===== src/rtl/ahb_mem_slave_gen_if.sv =====
`default_nettype none
// +----------------------------------------------------------------------+
// | Module  : ahb_mem_slave_gen_if                                       |
// | Purpose : AHB-Lite bus bundle between an interconnect/master and     |
// |           the ahb_mem_slave_gen memory slave.                        |
// | Ports   : none; the signals below are carried by the interface.      |
// |           master modport drives the address/data phase and HREADY,   |
// |           slave modport drives HREADYOUT/HRESP/HRDATA.               |
// | Revision: 1.0  initial release                                       |
// +----------------------------------------------------------------------+
interface ahb_mem_slave_gen_if #(
   parameter int DATA_W = 32,
   parameter int ADDR_W = 32
) ();
   logic              HSEL;
   logic [ADDR_W-1:0] HADDR;
   logic              HWRITE;
   logic [2:0]        HSIZE;
   logic [2:0]        HBURST;
   logic [1:0]        HTRANS;
   logic [DATA_W-1:0] HWDATA;
   logic              HREADY;
   logic              HREADYOUT;
   logic              HRESP;
   logic [DATA_W-1:0] HRDATA;

   modport master (
      output HSEL, HADDR, HWRITE, HSIZE, HBURST, HTRANS, HWDATA, HREADY,
      input  HREADYOUT, HRESP, HRDATA
   );

   modport slave (
      input  HSEL, HADDR, HWRITE, HSIZE, HBURST, HTRANS, HWDATA, HREADY,
      output HREADYOUT, HRESP, HRDATA
   );
endinterface
`default_nettype wire


===== src/rtl/ahb_mem_slave_gen.sv =====
`default_nettype none
// +----------------------------------------------------------------------+
// | Module  : ahb_mem_slave_gen                                          |
// | Purpose : Pipelined AHB-Lite slave in front of a single-port         |
// |           synchronous RAM (1-cycle read latency). Supports reads,    |
// |           byte/halfword/word writes, programmable wait states,       |
// |           address window decode and two-cycle ERROR responses.       |
// | Ports   : HCLK, HRESET (sync, active high)                           |
// |           bus        - AHB-Lite slave modport                        |
// |           cfg_enable - 0 forces ERROR on every active transfer       |
// |           mem_*      - RAM port (addr, we, re, be, wdata, rdata)     |
// | Revision: 1.0  initial release                                       |
// +----------------------------------------------------------------------+
module ahb_mem_slave_gen #(
   parameter int                DATA_W      = 32,
   parameter int                ADDR_W      = 32,
   parameter logic [ADDR_W-1:0] MEM_BASE    = '0,
   parameter int                MEM_SIZE    = 4096,
   parameter int                WAIT_STATES = 0,
   localparam int               c_nb        = DATA_W / 8,
   localparam int               c_mem_aw    = $clog2(MEM_SIZE / c_nb)
) (
   input  logic                HCLK,
   input  logic                HRESET,
   ahb_mem_slave_gen_if.slave  bus,
   input  logic                cfg_enable,
   output logic [c_mem_aw-1:0] mem_addr,
   output logic                mem_we,
   output logic                mem_re,
   output logic [c_nb-1:0]     mem_be,
   output logic [DATA_W-1:0]   mem_wdata,
   input  logic [DATA_W-1:0]   mem_rdata
);

   localparam int c_nb_log2 = $clog2(c_nb);
   localparam int c_off_w   = $clog2(MEM_SIZE);

   localparam logic [2:0] c_st_idle = 3'd0;
   localparam logic [2:0] c_st_wait = 3'd1;
   localparam logic [2:0] c_st_rd   = 3'd2;
   localparam logic [2:0] c_st_data = 3'd3;
   localparam logic [2:0] c_st_err1 = 3'd4;
   localparam logic [2:0] c_st_err2 = 3'd5;

   logic [2:0]          r_state;
   logic [2:0]          w_next;
   logic [2:0]          r_cnt;
   logic [c_mem_aw-1:0] r_addr;
   logic [c_nb-1:0]     r_be;
   logic                r_write;
   logic                r_seq_ok;
   logic                r_after_rd;
   logic [DATA_W-1:0]   r_rbuf;
   logic [DATA_W-1:0]   r_hrdata;

   logic                w_capture;
   logic                w_in_range;
   logic                w_size_bad;
   logic [c_nb_log2-1:0] w_lowmask;
   logic                w_misalign;
   logic                w_seq_bad;
   logic                w_err;
   logic [c_nb-1:0]     w_be_ones;
   logic [c_nb-1:0]     w_be;
   logic                w_hreadyout;
   logic                w_hresp;
   logic                w_mem_we;
   logic                w_mem_re;
   logic                w_rd_data;
   logic [DATA_W-1:0]   w_rdata_sel;
   logic                w_unused;

   // Burst type is informational only: every beat carries its own HADDR.
   assign w_unused = ^bus.HBURST;

   // ---------------------------------------------------------------
   // Address-phase decode
   // ---------------------------------------------------------------
   assign w_capture  = bus.HSEL & bus.HREADY & bus.HTRANS[1];
   // Window is aligned to its size, so matching the upper bits is enough.
   assign w_in_range = (bus.HADDR[ADDR_W-1:c_off_w] == MEM_BASE[ADDR_W-1:c_off_w]);
   assign w_size_bad = (bus.HSIZE > 3'(c_nb_log2));
   assign w_lowmask  = c_nb_log2'((32'd1 << bus.HSIZE) - 32'd1);
   assign w_misalign = |(bus.HADDR[c_nb_log2-1:0] & w_lowmask);
   assign w_seq_bad  = (bus.HTRANS == 2'b11) & ~r_seq_ok;
   assign w_err      = ~cfg_enable | ~w_in_range | w_size_bad | w_misalign | w_seq_bad;
   // 2^HSIZE byte lanes, placed at the byte offset inside the word.
   assign w_be_ones  = c_nb'((32'd1 << (32'd1 << bus.HSIZE)) - 32'd1);
   assign w_be       = w_be_ones << bus.HADDR[c_nb_log2-1:0];

   // ---------------------------------------------------------------
   // FSM: state register
   // ---------------------------------------------------------------
   always_ff @(posedge HCLK) begin
      if (HRESET) begin
         r_state <= c_st_idle;
      end else begin
         r_state <= w_next;
      end
   end

   // ---------------------------------------------------------------
   // FSM: next state
   // ---------------------------------------------------------------
   always_comb begin
      w_next = r_state;
      case (r_state)
         c_st_rd: begin
            w_next = (WAIT_STATES == 0) ? c_st_data : c_st_wait;
         end
         c_st_wait: begin
            if (r_cnt == 3'd1) begin
               w_next = c_st_data;
            end
         end
         c_st_err1: begin
            w_next = c_st_err2;
         end
         default: begin
            // IDLE, DATA and ERR2 all end with HREADYOUT=1, so a new
            // address phase may be accepted here without an idle gap.
            if (w_capture) begin
               if (w_err) begin
                  w_next = c_st_err1;
               end else if (!bus.HWRITE) begin
                  w_next = c_st_rd;
               end else if (WAIT_STATES == 0) begin
                  w_next = c_st_data;
               end else begin
                  w_next = c_st_wait;
               end
            end else begin
               w_next = c_st_idle;
            end
         end
      endcase
   end

   // ---------------------------------------------------------------
   // FSM: outputs
   // ---------------------------------------------------------------
   always_comb begin
      w_hreadyout = 1'b1;
      w_hresp     = 1'b0;
      w_mem_we    = 1'b0;
      w_mem_re    = 1'b0;
      case (r_state)
         c_st_wait: begin
            w_hreadyout = 1'b0;
         end
         c_st_rd: begin
            w_hreadyout = 1'b0;
            w_mem_re    = 1'b1;
         end
         c_st_data: begin
            w_mem_we = r_write;
         end
         c_st_err1: begin
            w_hreadyout = 1'b0;
            w_hresp     = 1'b1;
         end
         c_st_err2: begin
            w_hresp = 1'b1;
         end
         default: begin
         end
      endcase
   end

   // ---------------------------------------------------------------
   // Datapath registers
   // ---------------------------------------------------------------
   always_ff @(posedge HCLK) begin
      if (HRESET) begin
         r_cnt      <= 3'd0;
         r_addr     <= '0;
         r_be       <= '0;
         r_write    <= 1'b0;
         r_seq_ok   <= 1'b0;
         r_after_rd <= 1'b0;
         r_rbuf     <= '0;
         r_hrdata   <= '0;
      end else begin
         if (w_capture & ~w_err) begin
            r_addr  <= bus.HADDR[c_off_w-1:c_nb_log2];
            r_be    <= w_be;
            r_write <= bus.HWRITE;
         end

         if ((w_next == c_st_wait) && (r_state != c_st_wait)) begin
            r_cnt <= 3'(WAIT_STATES);
         end else if (r_state == c_st_wait) begin
            r_cnt <= r_cnt - 3'd1;
         end

         // A SEQ is legal only right after an accepted NONSEQ/SEQ to this
         // slave; BUSY keeps the burst open, anything else closes it.
         if (bus.HREADY) begin
            if (bus.HSEL & bus.HTRANS[1]) begin
               r_seq_ok <= ~w_err;
            end else if (!(bus.HSEL && (bus.HTRANS == 2'b01))) begin
               r_seq_ok <= 1'b0;
            end
         end

         // RAM data is valid the cycle after mem_re; park it in case
         // wait states push the DATA cycle further out.
         r_after_rd <= (r_state == c_st_rd);
         if (r_after_rd) begin
            r_rbuf <= mem_rdata;
         end

         if (w_rd_data) begin
            r_hrdata <= w_rdata_sel;
         end
      end
   end

   assign w_rd_data   = (r_state == c_st_data) & ~r_write;
   assign w_rdata_sel = r_after_rd ? mem_rdata : r_rbuf;

   // ---------------------------------------------------------------
   // Outputs
   // ---------------------------------------------------------------
   assign bus.HREADYOUT = w_hreadyout;
   assign bus.HRESP     = w_hresp;
   assign bus.HRDATA    = w_rd_data ? w_rdata_sel : r_hrdata;

   assign mem_addr  = r_addr;
   assign mem_we    = w_mem_we;
   assign mem_re    = w_mem_re;
   assign mem_be    = w_mem_we ? r_be : '0;
   assign mem_wdata = w_mem_we ? bus.HWDATA : '0;

endmodule
`default_nettype wire

===== src/flat_wrapper.sv =====
// flat-port wrapper written by rule: the top's interface ports become plain ports
module ahb_mem_slave_gen_flat 
#(
   parameter int                DATA_W      = 32,
   parameter int                ADDR_W      = 32,
   parameter logic [ADDR_W-1:0] MEM_BASE    = '0,
   parameter int                MEM_SIZE    = 4096,
   parameter int                WAIT_STATES = 0,
   localparam int               c_nb        = DATA_W / 8,
   localparam int               c_mem_aw    = $clog2(MEM_SIZE / c_nb)
)
  (HCLK, HRESET, cfg_enable, mem_addr, mem_we, mem_re, mem_be, mem_wdata, mem_rdata, bus_HSEL, bus_HADDR, bus_HWRITE, bus_HSIZE, bus_HBURST, bus_HTRANS, bus_HWDATA, bus_HREADY, bus_HREADYOUT, bus_HRESP, bus_HRDATA);
  ahb_mem_slave_gen_if #(.DATA_W(DATA_W), .ADDR_W(ADDR_W)) bus_i ();
  input  logic HCLK;
  input  logic HRESET;
  input  logic cfg_enable;
  output logic [c_mem_aw-1:0] mem_addr;
  output logic mem_we;
  output logic mem_re;
  output logic [c_nb-1:0] mem_be;
  output logic [DATA_W-1:0] mem_wdata;
  input  logic [DATA_W-1:0] mem_rdata;
  input wire logic [$bits(bus_i.HSEL)-1:0] bus_HSEL;
  input wire logic [$bits(bus_i.HADDR)-1:0] bus_HADDR;
  input wire logic [$bits(bus_i.HWRITE)-1:0] bus_HWRITE;
  input wire logic [$bits(bus_i.HSIZE)-1:0] bus_HSIZE;
  input wire logic [$bits(bus_i.HBURST)-1:0] bus_HBURST;
  input wire logic [$bits(bus_i.HTRANS)-1:0] bus_HTRANS;
  input wire logic [$bits(bus_i.HWDATA)-1:0] bus_HWDATA;
  input wire logic [$bits(bus_i.HREADY)-1:0] bus_HREADY;
  output wire logic [$bits(bus_i.HREADYOUT)-1:0] bus_HREADYOUT;
  output wire logic [$bits(bus_i.HRESP)-1:0] bus_HRESP;
  output wire logic [$bits(bus_i.HRDATA)-1:0] bus_HRDATA;
  assign bus_i.HSEL = bus_HSEL;
  assign bus_i.HADDR = bus_HADDR;
  assign bus_i.HWRITE = bus_HWRITE;
  assign bus_i.HSIZE = bus_HSIZE;
  assign bus_i.HBURST = bus_HBURST;
  assign bus_i.HTRANS = bus_HTRANS;
  assign bus_i.HWDATA = bus_HWDATA;
  assign bus_i.HREADY = bus_HREADY;
  assign bus_HREADYOUT = bus_i.HREADYOUT;
  assign bus_HRESP = bus_i.HRESP;
  assign bus_HRDATA = bus_i.HRDATA;
  ahb_mem_slave_gen #(.DATA_W(DATA_W), .ADDR_W(ADDR_W), .MEM_BASE(MEM_BASE), .MEM_SIZE(MEM_SIZE), .WAIT_STATES(WAIT_STATES)) u_core (.HCLK(HCLK), .HRESET(HRESET), .bus(bus_i), .cfg_enable(cfg_enable), .mem_addr(mem_addr), .mem_we(mem_we), .mem_re(mem_re), .mem_be(mem_be), .mem_wdata(mem_wdata), .mem_rdata(mem_rdata));
endmodule

===== config.mk =====
export PLATFORM = sky130hd
export DESIGN_NAME = ahb_mem_slave_gen_flat
export DESIGN_NICKNAME = d
export VERILOG_FILES = /design/src/rtl/ahb_mem_slave_gen_if.sv /design/src/rtl/ahb_mem_slave_gen.sv /design/src/flat_wrapper.sv
export SDC_FILE = /design/constraint.sdc
export NUM_CORES = 1
export LEC_CHECK = 0
export BUFFER_PORTS_ARGS = -buffer_cell sky130_fd_sc_hd__buf_2
export CAP_MARGIN = 20
export CORE_MARGIN = 5
export CORE_UTILIZATION = 45
export CTS_CLUSTER_SIZE = 40
export DETAILED_ROUTE_END_ITERATION = 16
export GPL_ROUTABILITY_DRIVEN = 0
export HOLD_SLACK_MARGIN = 0.03
export MAX_ROUTING_LAYER = met4
export PLACE_DENSITY = 0.8
export SLEW_MARGIN = 5
export SYNTH_ARGS = -nofsm -noshare
export SYNTH_HDL_FRONTEND = slang
export SYNTH_SLANG_ARGS = --single-unit

===== constraint.sdc =====
create_clock -name HCLK -period 2.15 [get_ports HCLK]
set_input_delay 0.3225 -clock HCLK [delete_from_list [all_inputs] [get_ports HCLK]]
set_output_delay 0.3225 -clock HCLK [all_outputs]
set_load 0.01 [all_outputs]

==> flow_summary.toml, run 1 <==
[min_path]
whs_path_depth = 3
hold_start = "bus_HADDR[5]"
hold_class = "in2reg"
min_delay_worst_endpoint = "u_core.mem_addr[3]"

[cells_and_area]
finish.utilization = 0.663
area_growth_pct = 42.5
seq_area_sq_um = 1750
final_area_sq_um = 5150
layout_commonest_cell = "buf_2"
fill_cells = 647
drive_above_1_share = 0.433
n_antenna_cell = 0
final_cells = 691
multi_input_area_sq_um = 1820
fin_nets = 697
layout_common_cells = "188 x buf_2, 84 x dfxtp_1, 80 x nor2_1, 45 x mux2i_1, 37 x and2_1"

[timing]
fmax_ghz = 0.481
max_slew_margin = 0.682
slew_violations = 0
period_share = 0.966
fin_crit_ns = 2.08
fin_tns_setup_ns = 0
holdWs_ns = 0.217
finalHoldViolations = 0
skew_ns = 0.0141
worst_slew_pin_slew_ns = 0.473
finalSetupViolCount = 0

[yosys]
ys_ff_latch = 87
ys.flop_type = "dfxtp_1"
synth_edf_count = 0
synth_area_leader_cell = "dfxtp_1"
async_flop_share = 0
yosysSeqAreaShare = 0.482
syn-num-nets = 510
synthCells = 398
synth_cell_types = 38
syn-cell-area_sq_um = 3610
synthTopCellsByArea = "dfxtp_1 48%, mux2i_1 12%, nor2_1 8.3%"
synth_warnings = 0
yosys.area.top_type_share = 0.482
synth.avg_cell_area_sq_um = 9.08

[clock_network]
cts-buffers-inserted = 9
htree_levels = 3
clk_latency_ns = 0.35
cts_tree = "built"
clock_sinks = 87
clkTransAtPathRegs_ns = 0.08
cts-hold-fix-buffers = 0
clk_path_buf_depth = 2
cts_root_buf = "clkbuf_8"

[global_routing]
grt_max_degree = 55
grt_first_pass_wirelength_microns = 15400
antenna_found_initial = 0
grt_pass1_vias = 3305
grt_usage = 0.200
grt-ovfl-total = 0

[critical_path]
r2r_cells = 7
required_ns = 1.83
worstPathCellList = "inv_2, nor4b_4, buf_6, buf_12, nor2_1, a21oi_1, buf_2"
reg2reg_setup_slack_ns = 0.66
cp_max_fo = 11
cpPeakStageDelay_ns = 0.37
startpoint_type = "flop"
crit_slowest_cell = "dfxtp_4"
crit_family = "buffers and inverters"
end_kind = "primary output"
r2r-start = "u_core.r_state[0]"
critical_path_buf_inv_count = 4
worstPathArrival_ns = 1.76
critical_path_class = "reg2out"
r2r-end = "u_core.r_hrdata[0]"

[floorplan]
die_h_microns = 99.6
ioPinCount = 192
num_rows = 32
start_util = 0.465
die_w_microns = 99.6
dieArea_sq_um = 9920
coreArea_sq_um = 7770

[place]
portBuffers = 188
dp_hpwl_microns = 7440
place_inst = 668
post_dp_cell_area_sq_um = 4690

[power]
cellPowerDensity_nw_per_um2 = 596
ir_worst_vdd_uv = 458
p_leak_uw = 0.00232

[detailed_routing]
drc = 0
drt_iter0_drc = 101
first_pass_iters = 6
vias = 3376
vias_per_cell = 4.89
totalWireLength_microns = 10300
ant_nets = 0
routedWlPerCell_microns = 14.9

[job]
drv_cap = 0

[status]
outcome = "finished clean"
sequential cells by signal, indices dropped and copies added, names as in the netlist:
signal	count
u_core.r_rbuf	32
u_core.mem_addr	10
u_core.r_after_rd	1
u_core.r_cnt	3
u_core.r_state	3
u_core.r_be	4
u_core.r_seq_ok	1
u_core.r_write	1
u_core.r_hrdata	32
cell type report:
cell class	instances	area share
Clock inverter	6	0.0180
Clock buffer	9	0.0241
Sequential cell	87	0.340
Multi-Input combinational cell	280	0.354
Timing Repair Buffer	204	0.237
Tap cell	102	0.0248
Inverter	3	0.00219
what timing repair did:
| item | CTS | global route |
|---|---|---|
| setup buffers | 2 | 1 |
| resized for setup | 10 | 19 |
| pin swaps | 1 | 1 |
| setup endpoints to repair | 32 | 59 |
| cloned | 1 | 4 |
how the worst max path moves through the flow:
stage                            from            endpoint  slack, ns  cells past startpoint
global route        u_core.r_state[0]      bus_HRDATA[21]      -0.03                      7
floorplan               bus_HADDR[25]  u_core.mem_addr[8]       0.21                      6
CTS                 u_core.r_state[1]        mem_wdata[0]      0.009                      4
global placement    u_core.r_state[0]      bus_HRDATA[31]       0.13                      6
detailed placement      bus_HADDR[25]      u_core.r_be[1]       0.09                      7
finish              u_core.r_state[0]       bus_HRDATA[0]       0.07                      7
stage by stage:
step                      worst slack [ns]  power (uW)
after floorplan                      0.213        1740
after global placement               0.134        1850
after detailed placement            0.0883        1860
after CTS                          0.00866        3090
after global routing               -0.0254        3200
final                               0.0722        3070
routing by layer:
metal | wire [microns] | vias up | global-route usage
met3 | 754 | 16 | 0.0519
met2 | 5390 | 131 | 0.365
met4 | 165 | 0 | 0.0651
met5 | 0 | - | -
met1 | 3960 | 1537 | 0.208
li1 | - | 1692 | -
cell usage after synthesis (2+ instances only):
| cell | instances |
|---|---|
| nor2_1 | 80 |
| clkbuf_1 | 22 |
| o21ai_0 | 3 |
| ha_1 | 2 |
| dfxtp_1 | 87 |
| a21oi_1 | 37 |
| buf_1 | 2 |
| buf_2 | 3 |
| and2_1 | 37 |
| a211oi_1 | 2 |
| nand3_1 | 2 |
| nand4_1 | 2 |
| nand2_1 | 4 |
| nor2_2 | 7 |
| nor4_1 | 4 |
| xor2_1 | 2 |
| inv_1 | 3 |
| mux2i_1 | 45 |
| nor2b_1 | 34 |
| nor4b_1 | 2 |
report_power, final:
part	total, uW	internal (uW)	switching, uW
clock network	1240	656	581
logic	202	105	97.0
registers	1630	1620	8.89
logic make-up after synthesis:
logic type,Yosys count,synth area share
compound gates,50,0.0800
buf+inv,31,0.0353
simple gates,180,0.264
mux,45,0.125
xor+xnor,3,0.00728
flops,87,0.482
fa+ha+maj,2,0.00693
worst min-delay path: stages:
cell and delay [ns]:
buf_2 0.07, mux2i_1 0.06, nor2_1 0.07
No activity file was read; power rests on OpenSTA's default activity.
==> run 2, diff against run 1 <==
CORE_MARGIN = 2   (was 5)
clock period = 2.14 ns   (was 2.15 ns; I/O delays follow)
==> run 2 against run 1 <==
  * Final cell count stayed put
  * Final area is 0.88% lower
  * Flip-flop and latch count stayed put
  * Clock skew is 0.0029 ns higher
  * Worst hold slack worse by 0.0088 ns
  * Sequential share of layout area is 0.32 points higher
  * Die area is 12% lower
  * Non-clock buffer count is 1 lower
  * Register-to-register slack worse by 0.02 ns
  * Worst setup slack worse by 0.013 ns
  * Critical path type unchanged
  * Critical endpoint is now bus_HRDATA[21]
==> flow_summary.toml, run 2 (synthesis results as in run 1) <==
[status]
outcome = "finished clean"

[floorplan]
ioPinCount = 192
num_rows = 32
start_util = 0.465
coreArea_sq_um = 7770
die_w_microns = 93.6
die_h_microns = 93.6
dieArea_sq_um = 8760

[power]
cellPowerDensity_nw_per_um2 = 617
p_leak_uw = 0.00233
ir_worst_vdd_uv = 573
power_uw = 3150

[cells_and_area]
n_antenna_cell = 0
area_growth_pct = 41.2
drive_above_1_share = 0.424
layout_common_cells = "188 x buf_2, 83 x dfxtp_1, 79 x nor2_1, 45 x mux2i_1, 37 x and2_1"
layout_commonest_cell = "buf_2"
fin_nets = 696
final_area_sq_um = 5100
fill_cells = 676

[timing]
fin_tns_setup_ns = 0
slew_violations = 0
layout_setup_ws_ns = 0.0590
period_share = 0.972
finalSetupViolCount = 0
fmax_ghz = 0.481
skew_ns = 0.0169
max_slew_margin = 0.701
rsz0062_at_grt = "yes"
worst_slew_pin_slew_ns = 0.444
finalHoldViolations = 0
fin_crit_ns = 2.08

[detailed_routing]
ant_nets = 0
routedWlPerCell_microns = 14.3
totalWireLength_microns = 9880
drt_iter0_drc = 120
drc = 0
first_pass_iters = 4
vias_per_cell = 4.82
vias = 3332

[global_routing]
grt_max_degree = 56
grt-ovfl-total = 0
grt_pass1_vias = 3029
grt_first_pass_wirelength_microns = 14400
grt_usage = 0.216
antenna_found_initial = 0

[place]
post_dp_cell_area_sq_um = 4680
portBuffers = 188
place_ws_ns = 0.143
dp_hpwl_microns = 6950

[min_path]
hold_class = "in2reg"

[critical_path]
end_kind = "primary output"
crit_family = "buffers and inverters"
critical_path_buf_inv_count = 4
worstPathArrival_ns = 1.76
startpoint_type = "flop"
cpPeakStageDelay_ns = 0.37
critical_path_class = "reg2out"
required_ns = 1.82
crit_slowest_cell = "dfxtp_4"
worstPathCellList = "inv_4, nor4b_4, buf_6, clkbuf_16, nor2_1, a21oi_1, buf_2"
cp_max_fo = 7

[clock_network]
clk_latency_ns = 0.35
cts-buffers-inserted = 9
cts_tree = "built"
clkTransAtPathRegs_ns = 0.08
clk_path_buf_depth = 2
clock_sinks = 87
cts_root_buf = "clkbuf_8"
htree_levels = 3

[job]
drv_cap = 0
run 2: changes by cell type in the layout (fill, tap and decap cells not counted), moves of 2 or more:
cell / change
buf_12: -2
a21oi_1: +6
clkinvlp_4: -2
buf_4: +2
a21oi_2: -6
run 2: what timing repair did:
action / 4_1_cts / 5_1_grt
setup endpoints to repair: 32 / 32
endpoints found under the hold margin: 0 / 0
hold buffers: 0 / 0
resized for setup: 2 / 21
cloned: 1 / 3
pin swaps: 1 / 1
setup buffers: 1 / 2
run 2: final timing paths:
path	from	cells after the start	slack (ns)	end
min reg2reg	u_core.r_be[1]	2	0.49	u_core.r_be[1]
max	u_core.r_state[0]	7	0.06	bus_HRDATA[21]
max reg2reg	u_core.r_seq_ok	5	0.64	u_core.mem_addr[8]
min	bus_HADDR[6]	3	0.21	u_core.mem_addr[4]
run 2: per-layer routing:
metal  vias to the layer above  part of all wire  global-route usage
met5                         -                 0                   -
met4                         0             0.020              0.0797
met3                        12             0.066              0.0492
met2                       109              0.52               0.385
met1                      1524              0.40               0.234
li1                       1687                 -                   -
run 2: area by class of cell:
cell class,count,area [sq um],area share
multi-input combinational,280,1800,0.353
tap,102,128,0.0250
clock buffer,10,138,0.0270
timing repair buffer,203,1170,0.230
inverter,3,13.8,0.00270
clock inverter,6,97.6,0.0191
sequential,87,1750,0.343
run 2: report_power, final:
part           switching (uW)  internal, uW
combinational            97.6           108
clock                     598           708
sequential               9.35          1630
run 2: per-stage QoR:
| step | hold WS [ns] | util | instances |
|---|---|---|---|
| after global routing | 0.207 | 0.657 | 691 |
| after detailed placement | 0.476 | 0.603 | 668 |
| after floorplan | 0.456 | - | 398 |
| after global placement | 0.467 | 0.603 | 668 |
| final | 0.208 | 0.657 | 691 |
| after CTS | 0.197 | 0.639 | 686 |
run 2: worst min-delay path: cells and delay by family:
| family | cells | cell delay [ns] |
|---|---|---|
| buffers and inverters | 1 | 0.07 |
| muxes | 1 | 0.05 |
| and+or+nand+nor | 1 | 0.07 |
==> run 3, diff against run 2 <==
CELL_PAD_IN_SITES_DETAIL_PLACEMENT = 1   (was unset)
CELL_PAD_IN_SITES_GLOBAL_PLACEMENT = 1   (was unset)
CORE_UTILIZATION = 32   (was 45)
PLACE_DENSITY = unset   (was 0.8)
PLACE_DENSITY_LB_ADDON = 0.1   (was unset)
==> run 3 against run 2 <==
  * Non-clock buffer count rose by 1
  * Clock-buffer cell count rose by 1
  * Register-to-register slack worse by 0.07 ns
  * Clock power increased by 12%
  * Final cell count up 5.8%
  * Flip-flop and latch count unchanged
  * Fmax up 0.93%
  * Sequential share of layout area shrank 0.92 points
  * Utilization down 18 points
  * Largest cell class unchanged
==> flow_summary.toml, run 3 (synthesis results as in run 1) <==
[critical_path]
required_ns = 1.82
startpoint_type = "flop"
end_kind = "primary output"
critical_path_class = "reg2out"
worstPathArrival_ns = 1.74
cp_max_fo = 8

[floorplan]
die_w_microns = 110
num_rows = 38
dieArea_sq_um = 12200
start_util = 0.330
ioPinCount = 192
coreArea_sq_um = 10900
die_h_microns = 110

[detailed_routing]
vias_per_cell = 4.69
totalWireLength_microns = 11100
routedWlPerCell_microns = 15.2
vias = 3427
drt_iter0_drc = 82
ant_nets = 0
drc = 0
first_pass_iters = 4

[power]
internal_power_uw = 2560
p_switching_uw = 755
p_leak_uw = 0.00235
ir_worst_vdd_uv = 411
power_uw = 3310
seq_power_share = 0.494
cellPowerDensity_nw_per_um2 = 632
p_sw_frac = 0.228
power.share.combinational = 0.061
pwr-share-clk = 0.445

[timing]
finalSetupViolCount = 0
fin_tns_setup_ns = 0
finalHoldViolations = 0
period_share = 0.964
fin_crit_ns = 2.06
max_slew_margin = 0.703
fmax_ghz = 0.485
rsz0062_at_grt = "no"
worst_slew_pin_slew_ns = 0.441
slew_violations = 0
layout_setup_ws_ns = 0.0781
skew_ns = 0.00961

[min_path]
hold_class = "in2reg"

[clock_network]
clk_path_buf_depth = 2
clkTransAtPathRegs_ns = 0.07
cts_root_buf = "clkbuf_16"
clock_sinks = 87
cts_tree = "built"
htree_levels = 3
cts-buffers-inserted = 9
clk_latency_ns = 0.33
cts-hold-fix-buffers = 0

[cells_and_area]
drive_above_1_share = 0.439
fill_cells = 1364
layout_commonest_cell = "buf_2"
area_growth_pct = 45.1
fin_nets = 697
layout_common_cells = "188 x buf_2, 83 x dfxtp_1, 79 x nor2_1, 45 x mux2i_1, 37 x and2_1"

[place]
place_ws_ns = 0.193
portBuffers = 188
dp_hpwl_microns = 7380

[global_routing]
grt_pass1_vias = 3266
grt_max_degree = 88
grt-ovfl-total = 0
grt_usage = 0.177
antenna_found_initial = 1
grt_first_pass_wirelength_microns = 16100

[job]
drv_cap = 0

[status]
outcome = "finished clean"
## run 3: cell types whose count changed in the layout (fill, tap and decap cells not counted), moves of 2 or more
cell	change
clkbuf_16	+10
a21oi_1	-9
a21oi_2	+9
clkbuf_8	-9
bufinv_16	-2
## run 3: final cells by class
class | count | area (sq um) | share of cell area
diodes | 1 | 2.50 | 0.000477
clock buffers | 11 | 243 | 0.0463
clock inverters | 5 | 38.8 | 0.00740
inverters | 3 | 13.8 | 0.00263
multi-input cells | 280 | 1840 | 0.350
flip-flops and latches | 87 | 1750 | 0.334
well taps | 140 | 175 | 0.0334
repair buffers | 204 | 1180 | 0.226
## run 3: power groups by stage
| stage | clock, uW | sequential, uW | combinational, uW |
|---|---|---|---|
| final | 1470 | 1640 | 204 |
| after global routing | 1590 | 1640 | 226 |
| after CTS | 1520 | 1640 | 201 |
| after detailed placement | 0 | 1670 | 199 |
| after global placement | 0 | 1670 | 192 |
| after floorplan | 0 | 1670 | 74.3 |
## run 3: per-stage QoR
| step | hold WS, ns | cells | util | instance area [sq um] |
|---|---|---|---|---|
| global route | 0.236 | 731 | 0.479 | 5240 |
| global placement | 0.468 | 706 | 0.432 | 4730 |
| floorplan | 0.456 | 398 | - | 3610 |
| CTS | 0.214 | 725 | 0.466 | 5100 |
| detailed placement | 0.480 | 706 | 0.432 | 4730 |
| finish | 0.218 | 731 | 0.479 | 5240 |
## run 3: path summary, 6_finish.rpt
| check | startpoint | endpoint | slack (ns) | depth (start not counted) |
|---|---|---|---|---|
| hold reg to reg | u_core.r_rbuf[7] | u_core.r_rbuf[7] | 0.49 | 2 |
| setup / recovery | u_core.r_state[0] | bus_HRDATA[5] | 0.08 | 7 |
| setup reg to reg | u_core.r_state[0] | u_core.r_state[2] | 0.57 | 7 |
| hold / removal | bus_HADDR[11] | u_core.mem_addr[9] | 0.22 | 3 |
## run 3: layer usage
layer | GRT usage | vias up | routed length [microns]
met3 | 0.0464 | 16 | 753
met2 | 0.302 | 118 | 5530
met4 | 0.0661 | 0 | 239
met5 | - | - | 0
li1 | - | 1687 | -
met1 | 0.198 | 1606 | 4590
## run 3: worst max-delay path: stages (launching register included)
cell,delay (ns)
dfxtp_4,0.36
inv_4,0.04
nor4b_4,0.29
buf_4,0.20
clkbuf_16,0.16
nor2_1,0.05
a21oi_1,0.14
buf_2,0.16
## run 3: what timing repair did
item                                    in CTS  in global routing
pin swaps                                    1                  1
buffers inserted                             1                  2
gates resized for setup                     12                 23
endpoints found under the setup margin      32                 33
gates cloned                                 2                  3
